**src/rtl/pc_gen_pkg.sv**
```systemverilog
// Shared constants and redirect-source encoding for the PC generator slice.
package pc_gen_pkg;

  localparam int unsigned DEF_XLEN      = 32;
  localparam int unsigned DEF_RESET_VEC = 0;
  localparam int unsigned DEF_PC_STEP   = 4;
  localparam int unsigned DEF_RAS_DEPTH = 4;

  typedef enum logic [2:0] {
    SRC_NONE   = 3'd0,
    SRC_SEQ    = 3'd1,
    SRC_RET    = 3'd2,
    SRC_BRANCH = 3'd3,
    SRC_TRAP   = 3'd4
  } redirect_src_e;

endpackage

```
**src/rtl/pc_ras.sv**
```systemverilog
// Circular return-address stack; a push to a full stack overwrites the oldest entry.
module pc_ras
  import pc_gen_pkg::*;
#(
  parameter int unsigned XLEN      = DEF_XLEN,
  parameter int unsigned RAS_DEPTH = DEF_RAS_DEPTH
) (
  input  logic            clk_i,
  input  logic            rst_ni,
  input  logic            push_i,
  input  logic            pop_i,
  input  logic [XLEN-1:0] push_data_i,
  output logic [XLEN-1:0] top_data_c_o,
  output logic            empty_o,
  output logic            full_o
);

  localparam int unsigned PTR_W = $clog2(RAS_DEPTH);
  localparam int unsigned CNT_W = $clog2(RAS_DEPTH + 1);

  logic [XLEN-1:0]  mem_q [RAS_DEPTH];
  logic [PTR_W-1:0] ptr_q, ptr_d, top_idx, wr_idx;
  logic [CNT_W-1:0] cnt_q, cnt_d;
  logic             empty_q, full_q, wr_en;

  // ptr_q names the next free slot; the top lives one below it
  assign top_idx      = ptr_q - PTR_W'(1);
  assign top_data_c_o = mem_q[top_idx];
  assign empty_o      = empty_q;
  assign full_o       = full_q;

  always_comb begin
    ptr_d  = ptr_q;
    cnt_d  = cnt_q;
    wr_en  = 1'b0;
    wr_idx = ptr_q;
    if (push_i && pop_i && !empty_q) begin
      // pop-then-push collapses to replacing the top in place
      wr_en  = 1'b1;
      wr_idx = top_idx;
    end else if (push_i) begin
      wr_en = 1'b1;
      ptr_d = ptr_q + PTR_W'(1);
      if (!full_q) cnt_d = cnt_q + CNT_W'(1);
    end else if (pop_i && !empty_q) begin
      ptr_d = top_idx;
      cnt_d = cnt_q - CNT_W'(1);
    end
  end

  always_ff @(posedge clk_i or negedge rst_ni) begin
    if (!rst_ni) begin
      ptr_q   <= '0;
      cnt_q   <= '0;
      empty_q <= 1'b1;
      full_q  <= 1'b0;
    end else begin
      ptr_q   <= ptr_d;
      cnt_q   <= cnt_d;
      empty_q <= (cnt_d == '0);
      full_q  <= (cnt_d == CNT_W'(RAS_DEPTH));
    end
  end

  // Entry storage carries no reset; occupancy alone defines validity
  always_ff @(posedge clk_i) begin
    if (wr_en) mem_q[wr_idx] <= push_data_i;
  end

endmodule

```
**src/rtl/pc_gen.sv**
```systemverilog
// Fetch PC generator: trap > branch > return > sequential, with a return-address stack.
module pc_gen
  import pc_gen_pkg::*;
#(
  parameter int unsigned     XLEN      = DEF_XLEN,
  parameter logic [XLEN-1:0] RESET_VEC = XLEN'(DEF_RESET_VEC),
  parameter int unsigned     PC_STEP   = DEF_PC_STEP,
  parameter int unsigned     RAS_DEPTH = DEF_RAS_DEPTH
) (
  input  logic            i_clk,
  input  logic            i_rst,
  input  logic            i_halt,
  input  logic            i_trap_en,
  input  logic [XLEN-1:0] i_trap_addr,
  input  logic            i_branch_en,
  input  logic [XLEN-1:0] i_branch_addr,
  input  logic            i_call,
  input  logic            i_ret,
  input  logic            i_fetch_ready,
  output logic            o_fetch_valid,
  output logic [XLEN-1:0] o_pc,
  output logic [XLEN-1:0] o_npc,
  output logic            o_taken_branch,
  output logic            o_misalign,
  output logic            o_ras_underflow
);

  localparam logic [XLEN-1:0] STEP       = XLEN'(PC_STEP);
  localparam logic [XLEN-1:0] ALIGN_MASK = XLEN'(PC_STEP - 1);
  localparam logic [XLEN-1:0] RESET_NPC  = RESET_VEC + STEP;

  logic [XLEN-1:0] pc_q, pc_d, npc_q, npc_d, tgt;
  logic            taken_q, taken_d, misalign_q, misalign_d, uflow_q, uflow_d;
  logic            valid_q;
  logic            fire, ras_push, ras_pop, ras_empty, ras_full_unused;
  logic [XLEN-1:0] ras_top;
  redirect_src_e   src;

  assign fire = valid_q && i_fetch_ready && !i_halt;

  pc_ras #(
    .XLEN      (XLEN),
    .RAS_DEPTH (RAS_DEPTH)
  ) u_ras (
    .clk_i        (i_clk),
    .rst_ni       (i_rst),
    .push_i       (ras_push),
    .pop_i        (ras_pop),
    .push_data_i  (npc_q),
    .top_data_c_o (ras_top),
    .empty_o      (ras_empty),
    .full_o       (ras_full_unused)
  );

  // Select the winning update source, then derive next PC state from it
  always_comb begin
    src        = SRC_NONE;
    tgt        = '0;
    ras_pop    = 1'b0;
    ras_push   = 1'b0;
    pc_d       = pc_q;
    npc_d      = npc_q;
    taken_d    = taken_q;
    misalign_d = 1'b0;
    uflow_d    = 1'b0;

    if (i_trap_en) begin
      src = SRC_TRAP;
      tgt = i_trap_addr;
    end else if (i_branch_en && !i_halt) begin
      src = SRC_BRANCH;
      tgt = i_branch_addr;
    end else if (fire && i_ret && !ras_empty) begin
      src     = SRC_RET;
      tgt     = ras_top;
      ras_pop = 1'b1;
    end else if (fire) begin
      src     = SRC_SEQ;
      uflow_d = i_ret;
    end

    ras_push = fire && i_call && ((src == SRC_RET) || (src == SRC_SEQ));

    case (src)
      SRC_TRAP, SRC_BRANCH, SRC_RET: begin
        pc_d       = tgt & ~ALIGN_MASK;
        npc_d      = pc_d + STEP;
        taken_d    = 1'b1;
        misalign_d = |(tgt & ALIGN_MASK);
      end
      SRC_SEQ: begin
        pc_d    = npc_q;
        npc_d   = npc_q + STEP;
        taken_d = 1'b0;
      end
      default: ;
    endcase
  end

  always_ff @(posedge i_clk or negedge i_rst) begin
    if (!i_rst) begin
      pc_q       <= RESET_VEC;
      npc_q      <= RESET_NPC;
      taken_q    <= 1'b0;
      misalign_q <= 1'b0;
      uflow_q    <= 1'b0;
      valid_q    <= 1'b1;
    end else begin
      pc_q       <= pc_d;
      npc_q      <= npc_d;
      taken_q    <= taken_d;
      misalign_q <= misalign_d;
      uflow_q    <= uflow_d;
      valid_q    <= 1'b1;
    end
  end

  assign o_fetch_valid   = valid_q;
  assign o_pc            = pc_q;
  assign o_npc           = npc_q;
  assign o_taken_branch  = taken_q;
  assign o_misalign      = misalign_q;
  assign o_ras_underflow = uflow_q;

endmodule
```
**config.mk**
```make
export PLATFORM = sky130hd
export DESIGN_NAME = pc_gen
export DESIGN_NICKNAME = d
export VERILOG_FILES = /design/src/rtl/pc_gen_pkg.sv /design/src/rtl/pc_ras.sv /design/src/rtl/pc_gen.sv
export SDC_FILE = /design/constraint.sdc
export NUM_CORES = 1
export LEC_CHECK = 0
export ABC_AREA = 1
export BUFFER_PORTS_ARGS = -buffer_cell sky130_fd_sc_hd__buf_2
export CORE_MARGIN = 2
export CORE_UTILIZATION = 48
export CTS_CLUSTER_SIZE = 28
export DETAILED_ROUTE_END_ITERATION = 8
export PLACE_DENSITY = 0.67
export SYNTH_ARGS = -nofsm -noshare
export SYNTH_HDL_FRONTEND = slang
export SYNTH_HIERARCHICAL = 1
export SYNTH_SLANG_ARGS = --single-unit
```
**constraint.sdc**
```tcl
create_clock -name i_clk -period 3.8 [get_ports i_clk]
set_clock_uncertainty 0.2 [all_clocks]
set_input_delay 0.95 -clock i_clk [delete_from_list [all_inputs] [get_ports i_clk]]
set_output_delay 0.95 -clock i_clk [all_outputs]
set_load 0.02 [all_outputs]
```
# ---- Word level (Yosys, flattened, before mapping)
# Memories as Yosys holds them, arrays and structs flattened.
# Cells that the tools add are included.
dict set report word_totals {
  regBits 74
  ramBits 128
  input_bits 72
  output_inout_bits 68
  word_cells 69
  n_memories 1
}
dict set report classes {
  add_sub_neg 6
  n_eq_ne 5
  n_mux 29
  n_bitwise 1
  reduce_logical 18
}
# memory depth word_bits read_ports rd_clocked_by_memory_dff write_ports line
set mem_list {}
lappend mem_list {u_ras.mem_q 4 32 1 0 1 pc_ras.sv:21} ;# logic [XLEN-1:0] mem_q [RAS_DEPTH];
# cell count
set op_table {}
lappend op_table {{$pmux W32 S2} 2}
lappend op_table {{$mux W32} 3}
lappend op_table {{$add A32 B3 Y32 const B} 2}
lappend op_table {{$mux W3} 5}
lappend op_table {{$mux W1} 13}
lappend op_table {{$mux W2} 5}
lappend op_table {{$logic_and A1 B1 Y1} 9}
lappend op_table {{$eq A3 B2 Y1 const B} 2}
lappend op_table {{$eq A3 B3 Y1 const B} 2}
lappend op_table {{$reduce_bool A2 Y1} 2}
lappend op_table {{$add A3 B1 Y3 const B} 1}
lappend op_table {{$eq A3 B1 Y1 const B} 1}
lappend op_table {{$logic_not A3 Y1} 1}
lappend op_table {{$reduce_or A3 Y1} 1}
lappend op_table {{$sub A3 B1 Y3 const B} 1}
lappend op_table {{$add A2 B1 Y2 const B} 1}
lappend op_table {{$logic_not A1 Y1} 2}
lappend op_table {{$pmux W1 S2} 1}
lappend op_table {{$reduce_and A2 Y1} 1}
lappend op_table {{$reduce_or A2 Y1} 1}
lappend op_table {{$sub A2 B1 Y2 const B} 1}
lappend op_table {{$logic_or A1 B1 Y1} 1}
lappend op_table {{$not A1 Y1} 1}

# ---- Depth between registers and ports, before layout
# Gate-level depths: netlist of run 1.
dict set report depth {
  depth_word 15
  depth_mapped 18
  depth_no_buf 17
}

# ---- Cells and area by module
# Netlist of run 1, hierarchy kept.
# module instances cells_each area_each_um2 seq_area_each_um2
set modules_own_cells {}
lappend modules_own_cells {pc_ras 1 403 5225.0 4020.1}
lappend modules_own_cells {pc_gen 1 686 4336.7 1577.8}

# ---- Worst setup path before layout of run 1
# OpenSTA, ideal clock, no wires.
dict set report synth_timing {
  kind {input -> register}
  from {in i_fetch_ready}
  to {mem u_ras/mem_q[2][0] (netlist bit), enable pin}
  setup_time_ns 0.421
  arrival_time_ns 3.417
  required_ns 3.179
  slack_ns -0.238
  path_stages 8
  n_path_buf 0
  cell_sequence {inv_1 nor2_4 nand3_2 nor2_2 nand3_2 xor2_1 inv_1 nor2_1}
}
dict set report synth_between {
  elab_cells_between_ends 22
  cone_classes {2 x eq/ne; 12 x mux; 8 x reduce/logical}
}
# item line
set synth_rtl {}
lappend synth_rtl {{from (decl)} pc_gen.sv:19} ;# input logic i_fetch_ready,
lappend synth_rtl {{$logic_and A1 B1 Y1 (*)} pc_gen.sv:39} ;# assign fire = valid_q && i_fetch_ready && !i_halt;
lappend synth_rtl {{$logic_and A1 B1 Y1 (*) (2 in series)} pc_gen.sv:73} ;# end else if (fire && i_ret && !ras_empty) begin
lappend synth_rtl {{$mux W1 (*)} pc_gen.sv:73}
lappend synth_rtl {{$mux W1 (*)} pc_gen.sv:70} ;# end else if (i_branch_en && !i_halt) begin
lappend synth_rtl {{$mux W1 (*)} pc_gen.sv:67} ;# if (i_trap_en) begin
lappend synth_rtl {{via ras_pop} pc_gen.sv:35} ;# logic fire, ras_push, ras_pop, ras_empty, ras_full_unused;
lappend synth_rtl {{$logic_and A1 B1 Y1 (*) (2 in series)} pc_ras.sv:37} ;# if (push_i && pop_i && !empty_q) begin
lappend synth_rtl {{$mux W1} pc_ras.sv:37}
lappend synth_rtl {{$mux W1} pc_ras.sv:67} ;# if (wr_en) mem_q[wr_idx] <= push_data_i;
lappend synth_rtl {{$mux W1 (implied by the code)} pc_ras.sv:67}
lappend synth_rtl {{to (decl)} pc_ras.sv:21}
# Mark *: on every way through the listed nets, which the timed path passes. The rest lies on a longest branch.

# ---- Worst setup path after layout of run 1
dict set report layout_timing {
  from {reg u_ras.ptr_q[0]}
  to {reg npc_q[21], in the netlist o_npc[21]}
}
dict set report layout_between {
  elab_chain_cells 7
}
# item line
set layout_rtl {}
lappend layout_rtl {{from (decl)} pc_ras.sv:22} ;# logic [PTR_W-1:0] ptr_q, ptr_d, top_idx, wr_idx;
lappend layout_rtl {{from (signal assigned)} pc_ras.sv:58} ;# ptr_q <= ptr_d;
lappend layout_rtl {{$sub A2 B1 Y2} pc_ras.sv:27} ;# assign top_idx = ptr_q - PTR_W'(1);
lappend layout_rtl {{$mem_v2 Z4 W32} --}
lappend layout_rtl {{via ras_top[14]} pc_gen.sv:36} ;# logic [XLEN-1:0] ras_top;
lappend layout_rtl {{$mux W32} pc_gen.sv:73}
lappend layout_rtl {{$mux W32} pc_gen.sv:70}
lappend layout_rtl {{$mux W32} pc_gen.sv:67}
lappend layout_rtl {{$add A32 B3 Y32} pc_gen.sv:87} ;# npc_d = pc_d + STEP;
lappend layout_rtl {{$pmux W32 S2} pc_gen.sv:84} ;# case (src)
lappend layout_rtl {{to (signal assigned)} pc_gen.sv:110} ;# npc_q <= npc_d;
lappend layout_rtl {{to (decl)} pc_gen.sv:32} ;# logic [XLEN-1:0] pc_q, pc_d, npc_q, npc_d, tgt;
# The timed path passes the listed nets, and every way through them passes these cells.
# A chain may end at the register's enable or synchronous reset.

==> flow_results.xml, run 1 <==
<?xml version="1.0" encoding="UTF-8"?>
<metrics>
  <group name="timing">
    <metric name="maxSlewHeadroom" unit="%">35.7</metric>
    <metric name="worst_pin_slew" unit="ps">965</metric>
    <metric name="timing_hold_violations_final" unit="">0</metric>
    <metric name="rsz0062_at_grt" unit="">false</metric>
    <metric name="fin_tns_setup" unit="ps">0</metric>
    <metric name="min_period_over_period" unit="%">84.0</metric>
    <metric name="slew_viol_final" unit="">0</metric>
    <metric name="setup_violations" unit="">0</metric>
    <metric name="max_freq" unit="MHz">313</metric>
    <metric name="setup_ws" unit="ps">607</metric>
    <metric name="timing.hold.ws" unit="ps">276</metric>
    <metric name="final_critical_period" unit="ps">3190</metric>
  </group>
  <group name="pwr">
    <metric name="power.internal" unit="uW">3980</metric>
    <metric name="power_switching_share" unit="%">35.2</metric>
    <metric name="p_switching" unit="uW">2160</metric>
    <metric name="ir_drop" unit="mV">0.367</metric>
    <metric name="total_power" unit="uW">6130</metric>
    <metric name="p_clk_share" unit="%">28.3</metric>
    <metric name="cellLeakagePower" unit="uW">0.00493</metric>
    <metric name="p_seq_share" unit="%">44.2</metric>
    <metric name="p_per_area" unit="nW/um2">549</metric>
    <metric name="comb_power_share" unit="%">27.5</metric>
  </group>
  <group name="global_routing">
    <metric name="grt_usage" unit="%">26.0</metric>
    <metric name="grt_use_met2" unit="%">41.0</metric>
    <metric name="grt_overflow_total" unit="">0</metric>
    <metric name="global_route_wire_length_before_repair" unit="um">41800</metric>
    <metric name="grt.met1_usage" unit="%">36.0</metric>
    <metric name="grt_use_met3" unit="%">4.87</metric>
    <metric name="busiest_metal_layer_after_global_routing" unit="">met2</metric>
    <metric name="maximum_number_of_pins_on_one_net_before_global_route_repair" unit="">71</metric>
    <metric name="antenna_violations_before_repair" unit="">0</metric>
    <metric name="grt_pass1_vias" unit="">7580</metric>
  </group>
  <group name="synthesis">
    <metric name="yosys.area_share.xor_xnor" unit="%">0.183</metric>
    <metric name="yosysSeqAreaShare" unit="%">58.5</metric>
    <metric name="synth.mux.area_fraction" unit="%">0</metric>
    <metric name="synth_top_family_by_area" unit="">simple AND/OR/NAND/NOR gates</metric>
    <metric name="synth.cells.most_frequent" unit="">sky130_fd_sc_hd__nand2_1, sky130_fd_sc_hd__edfxtp_1, sky130_fd_sc_hd__nor2_1, sky130_fd_sc_hd__nand3_1, sky130_fd_sc_hd__inv_1</metric>
    <metric name="postSynthAreaPerCell" unit="um2">8.78</metric>
    <metric name="yosys.cell_count.top_type" unit="">sky130_fd_sc_hd__nand2_1</metric>
    <metric name="post_synth_num_cell_types" unit="">36</metric>
    <metric name="synth_simple_gate_area_share" unit="%">29.4</metric>
    <metric name="synth-compound-area-share" unit="%">5.26</metric>
    <metric name="synth_flop_cell" unit="">sky130_fd_sc_hd__edfxtp_1</metric>
    <metric name="top_post_synthesis_cells_by_area" unit="">sky130_fd_sc_hd__edfxtp_1, sky130_fd_sc_hd__dfrtp_1, sky130_fd_sc_hd__nand2_1, sky130_fd_sc_hd__nor2_1, sky130_fd_sc_hd__nand3_1</metric>
    <metric name="syn-instance-count" unit="">1089</metric>
    <metric name="area_share_of_fa_ha_maj_cells_after_synthesis" unit="%">0.393</metric>
    <metric name="postSynth.asyncResetShare" unit="%">35.4</metric>
    <metric name="postSynthRegisterBits" unit="">198</metric>
    <metric name="ys_warn_count" unit="">6</metric>
    <metric name="synth_top_cell_area_share" unit="%">40.2</metric>
    <metric name="syn_area" unit="um2">9560</metric>
    <metric name="synth_edf_count" unit="">128</metric>
    <metric name="synth_top_cell_by_area" unit="">sky130_fd_sc_hd__edfxtp_1</metric>
  </group>
  <group name="die">
    <metric name="dieWidth" unit="um">145</metric>
    <metric name="boundary_pin_count" unit="">140</metric>
    <metric name="design.die.area" unit="um2">21100</metric>
    <metric name="core-area" unit="um2">19500</metric>
    <metric name="floorplan.initialDensity" unit="%">49.0</metric>
    <metric name="std_cell_rows" unit="">51</metric>
    <metric name="fp.dieH" unit="um">145</metric>
  </group>
  <group name="cts">
    <metric name="post_cts_hold_buffer_count" unit="">0</metric>
    <metric name="cts_htree_levels" unit="">4</metric>
    <metric name="cts_inserted_buffers" unit="">17</metric>
    <metric name="cts_setup_buffers" unit="">0</metric>
    <metric name="clk_pin_slew" unit="ps">70</metric>
    <metric name="cells_resized_by_post_cts_repair" unit="">0</metric>
    <metric name="clock_latency_on_the_worst_skew_pair" unit="ps">440</metric>
    <metric name="cts_tree" unit="">yes</metric>
    <metric name="cts.root.buffer_cell" unit="">sky130_fd_sc_hd__clkbuf_16</metric>
    <metric name="cts_max_path_buffers" unit="">2</metric>
    <metric name="clock_sinks" unit="">198</metric>
  </group>
  <group name="placed_design">
    <metric name="place_ws" unit="ps">341</metric>
    <metric name="numPlacedInstances" unit="">1483</metric>
    <metric name="port-buffer-count" unit="">134</metric>
    <metric name="routabilityCongestion" unit="">0.943</metric>
    <metric name="dp_wirelength" unit="um">19000</metric>
  </group>
  <group name="cells_and_area">
    <metric name="finalNonFillerCells" unit="">1515</metric>
    <metric name="fill_cells" unit="">1771</metric>
    <metric name="synthToLayoutAreaGrowth" unit="%">16.8</metric>
    <metric name="antenna-diode-count" unit="">0</metric>
    <metric name="finish.net_count" unit="">1312</metric>
    <metric name="fraction_of_final_layout_cells_sized_beyond_drive_strength_1" unit="%">20.6</metric>
  </group>
  <group name="drt">
    <metric name="average_via_count_per_standard_cell" unit="">5.27</metric>
    <metric name="route.detailed.drc" unit="">0</metric>
    <metric name="routed-via-count" unit="">7985</metric>
    <metric name="routed_wirelength" unit="um">27100</metric>
    <metric name="routed_length_per_placed_instance" unit="um">17.9</metric>
    <metric name="postRouteAntennaNets" unit="">0</metric>
    <metric name="drtPass1Iterations" unit="">5</metric>
    <metric name="first_iter_violations" unit="">621</metric>
  </group>
  <group name="setup_path">
    <metric name="critical_path_peak_fanout" unit="">22</metric>
    <metric name="worst-setup-path-type" unit="">reg2reg</metric>
    <metric name="startpoint_type" unit="">flop</metric>
    <metric name="worst_r2r_path_depth" unit="">17</metric>
    <metric name="critPathCaptureType" unit="">flop</metric>
    <metric name="timing.critical_path.arrival" unit="ps">3320</metric>
    <metric name="worst-endpoint-required" unit="ps">3920</metric>
  </group>
  <group name="run">
    <metric name="timing.max_cap.violations" unit="">0</metric>
  </group>
  <group name="min_path">
    <metric name="hold_path_depth" unit="">2</metric>
    <metric name="min_path_type" unit="">reg2reg</metric>
  </group>
  <group name="outcome">
    <metric name="outcome" unit="">finished clean</metric>
  </group>
</metrics>
cell usage in the layout, fill, tap and decap left out, drive strengths merged, types with 9 or more instances in the layout:
| cell type | count |
|---|---|
| edfxtp | 128 |
| clkbuf | 26 |
| inv | 85 |
| or2 | 24 |
| nor2 | 139 |
| buf | 161 |
| nand3 | 84 |
| dfrtp | 68 |
| o21ai | 53 |
| a21oi | 34 |
| nand4 | 9 |
| conb | 13 |
| nand2 | 401 |
cell families (layout without fill, tap and decap cells):
logic type	after synthesis	count (layout)
buffers and inverters	126	276
adders and majority gates	3	3
and+or+nand+nor	662	662
AOI/OAI and AO/OA	96	96
DFF	198	198
xor gates and xnor gates	2	2
other	2	13
power groups by stage:
stage | clock network [uW] | logic [uW] | registers, uW
2_1_floorplan | 0 | 1070 | 2790
3_3_place_gp | 0 | 1650 | 2750
3_5_place_dp | 0 | 1670 | 2750
4_1_cts | 1750 | 1680 | 2710
5_1_grt | 1830 | 1880 | 2730
6_report | 1740 | 1680 | 2710
cell type report:
type / count / area (um2) / share of cell area (%)
multi-input cells: 776 / 3430 / 30.7
clock inverters: 6 / 37.5 / 0.336
flip-flops and latches: 198 / 5600 / 50.1
well taps: 265 / 332 / 2.97
clock buffers: 26 / 527 / 4.72
repair buffers: 161 / 926 / 8.29
inverters: 83 / 318 / 2.85
path summary, 6_finish.rpt:
path                                 from        end  slack (ps)
min reg2reg                      o_pc[13]   o_pc[13]         280
max in group asynchronous           i_rst   o_npc[8]        2310
max                        u_ras/ptr_q[0]  o_npc[21]         610
min in group asynchronous           i_rst   o_pc[26]         450
max reg2reg                u_ras/ptr_q[0]  o_npc[21]         610
min                              o_pc[13]   o_pc[13]         280
state kept, by name, summed over array words and instances (netlist names):
| name | count |
|---|---|
| o_taken_branch | 1 |
| u_ras/mem_q | 128 |
| o_pc | 30 |
| o_npc | 30 |
| o_misalign | 1 |
| u_ras/ptr_q | 2 |
| u_ras/full_o | 1 |
| u_ras/cnt_q | 3 |
| u_ras/empty_o | 1 |
| o_ras_underflow | 1 |
worst max-delay path: stages, from the launching register on:
cell                      delay (ps)
sky130_fd_sc_hd__dfrtp_1         570
sky130_fd_sc_hd__inv_2           150
sky130_fd_sc_hd__nand2_1         110
sky130_fd_sc_hd__inv_2           220
sky130_fd_sc_hd__buf_4           380
sky130_fd_sc_hd__nand2_1          80
sky130_fd_sc_hd__o21ai_1          90
sky130_fd_sc_hd__nand3_1         100
sky130_fd_sc_hd__nand2_1         100
sky130_fd_sc_hd__nand2_1          80
sky130_fd_sc_hd__nand2_2         120
sky130_fd_sc_hd__nand2_1         140
sky130_fd_sc_hd__nor2_4          170
sky130_fd_sc_hd__nand2_1         100
sky130_fd_sc_hd__nor2_1          240
sky130_fd_sc_hd__nand2_1          80
sky130_fd_sc_hd__nand2_1          80
sky130_fd_sc_hd__nand3_1          60
stage by stage:
stage | cell area [um2] | utilization, %
after CTS | 11200 | 57.2
after global placement | 10600 | 54.3
after detailed placement | 10600 | 54.3
after global routing | 11200 | 57.2
after floorplan | 9600 | -
final | 11200 | 57.2
metal layers:
metal  vias up  wire, um
li1       3799         -
met1      3810     11900
met2       326     12600
met3        50      1930
met4         0       718
met5         -         0
No activity file was read; power rests on OpenSTA's default activity.
==> run 2: changes to the inputs <==
--- a/config.mk
+++ b/config.mk
@@ -5,7 +5,7 @@
 export SDC_FILE = /design/constraint.sdc
 export NUM_CORES = 1
 export LEC_CHECK = 0
-export ABC_AREA = 1
+export ABC_AREA = 0
 export BUFFER_PORTS_ARGS = -buffer_cell sky130_fd_sc_hd__buf_2
 export CORE_MARGIN = 2
 export CORE_UTILIZATION = 48
==> constraint.sdc (replaced) <==
create_clock -name i_clk -period 3.25 [get_ports i_clk]
set_clock_uncertainty 0.2 [all_clocks]
set_input_delay 0.8125 -clock i_clk [delete_from_list [all_inputs] [get_ports i_clk]]
set_output_delay 0.8125 -clock i_clk [all_outputs]
set_load 0.02 [all_outputs]
==> run 2 against run 1 <==
Effect of this change:
- critical path type unchanged
- hold slack lost 3.7 ps
- first-iteration DRC count is 20% lower
- combinational power rose by 11%
- clock-buffer cell count down 7
- fmax grew 2.3%
- synthesized cell count shrank 43%
- via count fell by 17%
- flip-flop and latch count unchanged
- final cell count fell by 26%
- largest power group unchanged
- largest cell class unchanged
- register-to-register slack lost 480 ps
- cell area rose by 4.0%
- setup slack worse by 480 ps
==> flow_results.xml, run 2 <==
<?xml version="1.0" encoding="UTF-8"?>
<metrics>
  <group name="outcome">
    <metric name="outcome" unit="">finished clean</metric>
  </group>
  <group name="setup_path">
    <metric name="worst_r2r_path_depth" unit="">11</metric>
    <metric name="critical_path_peak_fanout" unit="">6</metric>
    <metric name="startpoint_type" unit="">flop</metric>
    <metric name="critPathCaptureType" unit="">flop</metric>
    <metric name="worst-endpoint-required" unit="ps">3360</metric>
    <metric name="timing.reg2reg.setup_slack" unit="ps">130</metric>
    <metric name="timing.critical_path.arrival" unit="ps">3230</metric>
    <metric name="critical_path.reg2reg.endpoint" unit="">o_npc[30]</metric>
    <metric name="timing.rr.start" unit="">u_ras/ptr_q[0]</metric>
    <metric name="list_of_cells_traversed_by_the_critical_path" unit="">buf_4 -&gt; buf_4 -&gt; mux4_2 -&gt; or3b_2 -&gt; a221o_1 -&gt; o221a_2 -&gt; nand4_1 -&gt; nor4_1 -&gt; buf_4 -&gt; a31oi_1 -&gt; o21ai_1</metric>
    <metric name="cell_family_with_most_cp_delay" unit="">compound AO/OA/AOI/OAI gates</metric>
    <metric name="worst_path_max_delay_cell" unit="">sky130_fd_sc_hd__mux4_2</metric>
    <metric name="worst-path-buf-inv" unit="">3</metric>
    <metric name="worst-setup-path-type" unit="">reg2reg</metric>
    <metric name="cell_occurring_most_often_along_the_worst_timing_path" unit="">sky130_fd_sc_hd__buf_4</metric>
    <metric name="worst_path_largest_cell_delay" unit="ps">490</metric>
  </group>
  <group name="global_routing">
    <metric name="global_route_wire_length_before_repair" unit="um">38300</metric>
    <metric name="grt_usage" unit="%">25.8</metric>
    <metric name="maximum_number_of_pins_on_one_net_before_global_route_repair" unit="">71</metric>
    <metric name="antenna_violations_before_repair" unit="">0</metric>
    <metric name="grt_pass1_vias" unit="">6736</metric>
    <metric name="grt_overflow_total" unit="">0</metric>
  </group>
  <group name="synthesis">
    <metric name="ys_warn_count" unit="">6</metric>
    <metric name="post_synth_num_cell_types" unit="">75</metric>
    <metric name="synth.cells.most_frequent" unit="">sky130_fd_sc_hd__edfxtp_1, sky130_fd_sc_hd__dfrtp_1, sky130_fd_sc_hd__nand2_1, sky130_fd_sc_hd__nor2_1, sky130_fd_sc_hd__mux4_2</metric>
    <metric name="top_post_synthesis_cells_by_area" unit="">sky130_fd_sc_hd__edfxtp_1, sky130_fd_sc_hd__dfrtp_1, sky130_fd_sc_hd__mux4_2, sky130_fd_sc_hd__a21o_1, sky130_fd_sc_hd__and3b_1</metric>
    <metric name="postSynth.asyncResetShare" unit="%">35.4</metric>
    <metric name="synth_top_cell_by_area" unit="">sky130_fd_sc_hd__edfxtp_1</metric>
    <metric name="postSynthRegisterBits" unit="">198</metric>
    <metric name="yosysSeqAreaShare" unit="%">61.8</metric>
    <metric name="syn-instance-count" unit="">624</metric>
    <metric name="synth_flop_cell" unit="">sky130_fd_sc_hd__edfxtp_1</metric>
    <metric name="synth_edf_count" unit="">128</metric>
    <metric name="syn_area" unit="um2">9050</metric>
    <metric name="synth_top_cell_area_share" unit="%">42.5</metric>
    <metric name="postSynthAreaPerCell" unit="um2">14.5</metric>
    <metric name="yosys.cell_count.top_type" unit="">sky130_fd_sc_hd__edfxtp_1</metric>
  </group>
  <group name="cells_and_area">
    <metric name="fraction_of_final_layout_cells_sized_beyond_drive_strength_1" unit="%">41.8</metric>
    <metric name="multi_input_comb_area" unit="um2">3320</metric>
    <metric name="layout.area.seq" unit="um2">5600</metric>
    <metric name="finish.net_count" unit="">942</metric>
    <metric name="post-route-util" unit="%">62.5</metric>
    <metric name="largest_reg_flops" unit="">128</metric>
    <metric name="top_register" unit="">u_ras/mem_q</metric>
    <metric name="synthToLayoutAreaGrowth" unit="%">28.3</metric>
    <metric name="antenna-diode-count" unit="">0</metric>
    <metric name="most-common-layout-cells" unit="">sky130_fd_sc_hd__buf_2, sky130_fd_sc_hd__edfxtp_1, sky130_fd_sc_hd__buf_4</metric>
    <metric name="final_common_cell" unit="">sky130_fd_sc_hd__buf_2</metric>
    <metric name="fill_cells" unit="">1421</metric>
  </group>
  <group name="min_path">
    <metric name="capture_endpoint_of_the_worst_hold_path" unit="">o_pc[3]</metric>
    <metric name="hp-start" unit="">o_pc[3]</metric>
    <metric name="min_path_type" unit="">reg2reg</metric>
    <metric name="hold_path_depth" unit="">1</metric>
  </group>
  <group name="pwr">
    <metric name="p_per_area" unit="nW/um2">611</metric>
    <metric name="cellLeakagePower" unit="uW">0.00475</metric>
    <metric name="ir_drop" unit="mV">0.353</metric>
  </group>
  <group name="drt">
    <metric name="route.detailed.drc" unit="">0</metric>
    <metric name="routed-via-count" unit="">6592</metric>
    <metric name="routed_length_per_placed_instance" unit="um">22.5</metric>
    <metric name="dr_wl_met3" unit="um">1620</metric>
    <metric name="wl_met2" unit="um">12400</metric>
    <metric name="met1_length" unit="um">10400</metric>
    <metric name="routed_wirelength" unit="um">25000</metric>
    <metric name="drtPass1Iterations" unit="">6</metric>
    <metric name="highest-signal-layer" unit="">met4</metric>
    <metric name="postRouteAntennaNets" unit="">0</metric>
    <metric name="average_via_count_per_standard_cell" unit="">5.92</metric>
    <metric name="first_iter_violations" unit="">496</metric>
  </group>
  <group name="die">
    <metric name="core-area" unit="um2">18600</metric>
    <metric name="fp.dieH" unit="um">141</metric>
    <metric name="dieWidth" unit="um">141</metric>
    <metric name="std_cell_rows" unit="">50</metric>
    <metric name="boundary_pin_count" unit="">140</metric>
    <metric name="design.die.area" unit="um2">20000</metric>
    <metric name="floorplan.initialDensity" unit="%">48.7</metric>
  </group>
  <group name="placed_design">
    <metric name="routabilityCongestion" unit="">0.944</metric>
    <metric name="port-buffer-count" unit="">134</metric>
    <metric name="dp_wirelength" unit="um">18100</metric>
  </group>
  <group name="timing">
    <metric name="max_freq" unit="MHz">320</metric>
    <metric name="min_period_over_period" unit="%">96.0</metric>
    <metric name="final_critical_period" unit="ps">3120</metric>
    <metric name="slew_viol_final" unit="">0</metric>
    <metric name="worst_pin_slew" unit="ps">986</metric>
    <metric name="timing.hold.ws" unit="ps">273</metric>
    <metric name="maxSlewHeadroom" unit="%">34.3</metric>
    <metric name="timing_hold_violations_final" unit="">0</metric>
    <metric name="setup_violations" unit="">0</metric>
  </group>
  <group name="cts">
    <metric name="cts_max_path_buffers" unit="">2</metric>
    <metric name="cts_setup_buffers" unit="">0</metric>
    <metric name="cells_resized_by_post_cts_repair" unit="">0</metric>
    <metric name="cts_htree_levels" unit="">4</metric>
    <metric name="clock_sinks" unit="">198</metric>
    <metric name="cts_tree" unit="">yes</metric>
    <metric name="cts.root.buffer_cell" unit="">sky130_fd_sc_hd__clkbuf_16</metric>
    <metric name="clock_latency_on_the_worst_skew_pair" unit="ps">430</metric>
    <metric name="clk_pin_slew" unit="ps">70</metric>
    <metric name="post_cts_hold_buffer_count" unit="">0</metric>
    <metric name="cts_inserted_buffers" unit="">17</metric>
  </group>
  <group name="run">
    <metric name="timing.max_cap.violations" unit="">0</metric>
  </group>
</metrics>
-- run 2: cell types whose count changed after synthesis, sizes merged, moves of 17 or more --
cell and delta:
nand3 -73, o2bb2ai +17, nand2 -360, mux4 +32, a21o +29, or2 -24
and3b +19, nor2 -100, inv -74, o21ai -33
-- run 2: cell type report --
type                    instances  share of cell area [%]
clock inverters                13                    1.26
flip-flops and latches        198                    48.2
multi-input cells             390                    28.6
well taps                     234                    2.52
clock buffers                  19                    3.81
repair buffers                253                    15.4
inverters                       7                   0.226
-- run 2: layer usage --
metal  GRT usage (%)  up-vias
met1            34.4     3331
met3            4.89       41
met4            9.11        0
met2            42.7      298
met5               0        -
li1                -     2922
-- run 2: cell families after synthesis --
group           synth area share [%]
flops                           61.8
simple gates                    12.6
compound gates                  12.3
buf+inv                         2.92
mux                             8.74
xor+xnor                        1.06
fa+ha+maj                      0.415
other cells                   0.0830
-- run 2: worst reg2reg max path: stages (launching register included) --
cell	delay [ps]
sky130_fd_sc_hd__dfrtp_2	450
sky130_fd_sc_hd__buf_4	150
sky130_fd_sc_hd__buf_4	110
sky130_fd_sc_hd__mux4_2	490
sky130_fd_sc_hd__or3b_2	470
sky130_fd_sc_hd__a221o_1	330
sky130_fd_sc_hd__o221a_2	140
sky130_fd_sc_hd__nand4_1	110
sky130_fd_sc_hd__nor4_1	70
sky130_fd_sc_hd__buf_4	150
sky130_fd_sc_hd__a31oi_1	220
sky130_fd_sc_hd__o21ai_1	120
-- run 2: worst max-delay path by stage --
stage / from / endpoint / slack, ps / cells after the start
2_1_floorplan: i_branch_en / u_ras/mem_q[3][0] / -130 / 8
3_3_place_gp: i_halt / o_npc[29] / -100 / 11
3_5_place_dp: i_halt / o_npc[31] / -110 / 11
4_1_cts: u_ras/ptr_q[0] / o_npc[30] / 6 / 11
5_1_grt: u_ras/ptr_q[0] / o_npc[18] / -2 / 11
6_report: u_ras/ptr_q[0] / o_npc[30] / 130 / 11
-- run 2: stage by stage --
step	setup WS, ps	cells	TNS (ps)	total power [uW]	instance area, um2
6_report	129	1114	0	7100	11600
5_1_grt	-2.27	1114	-2.27	7370	11600
4_1_cts	6.36	1110	0	7080	11600
3_5_place_dp	-109	1078	-632	4970	11000
3_3_place_gp	-98.8	1078	-453	4930	11000
2_1_floorplan	-125	635	-7160	4250	9200
-- run 2: power by group --
part	switching [uW]	internal, uW	total (uW)
logic	964	908	1870
clock network	955	1170	2120
registers	208	2900	3100
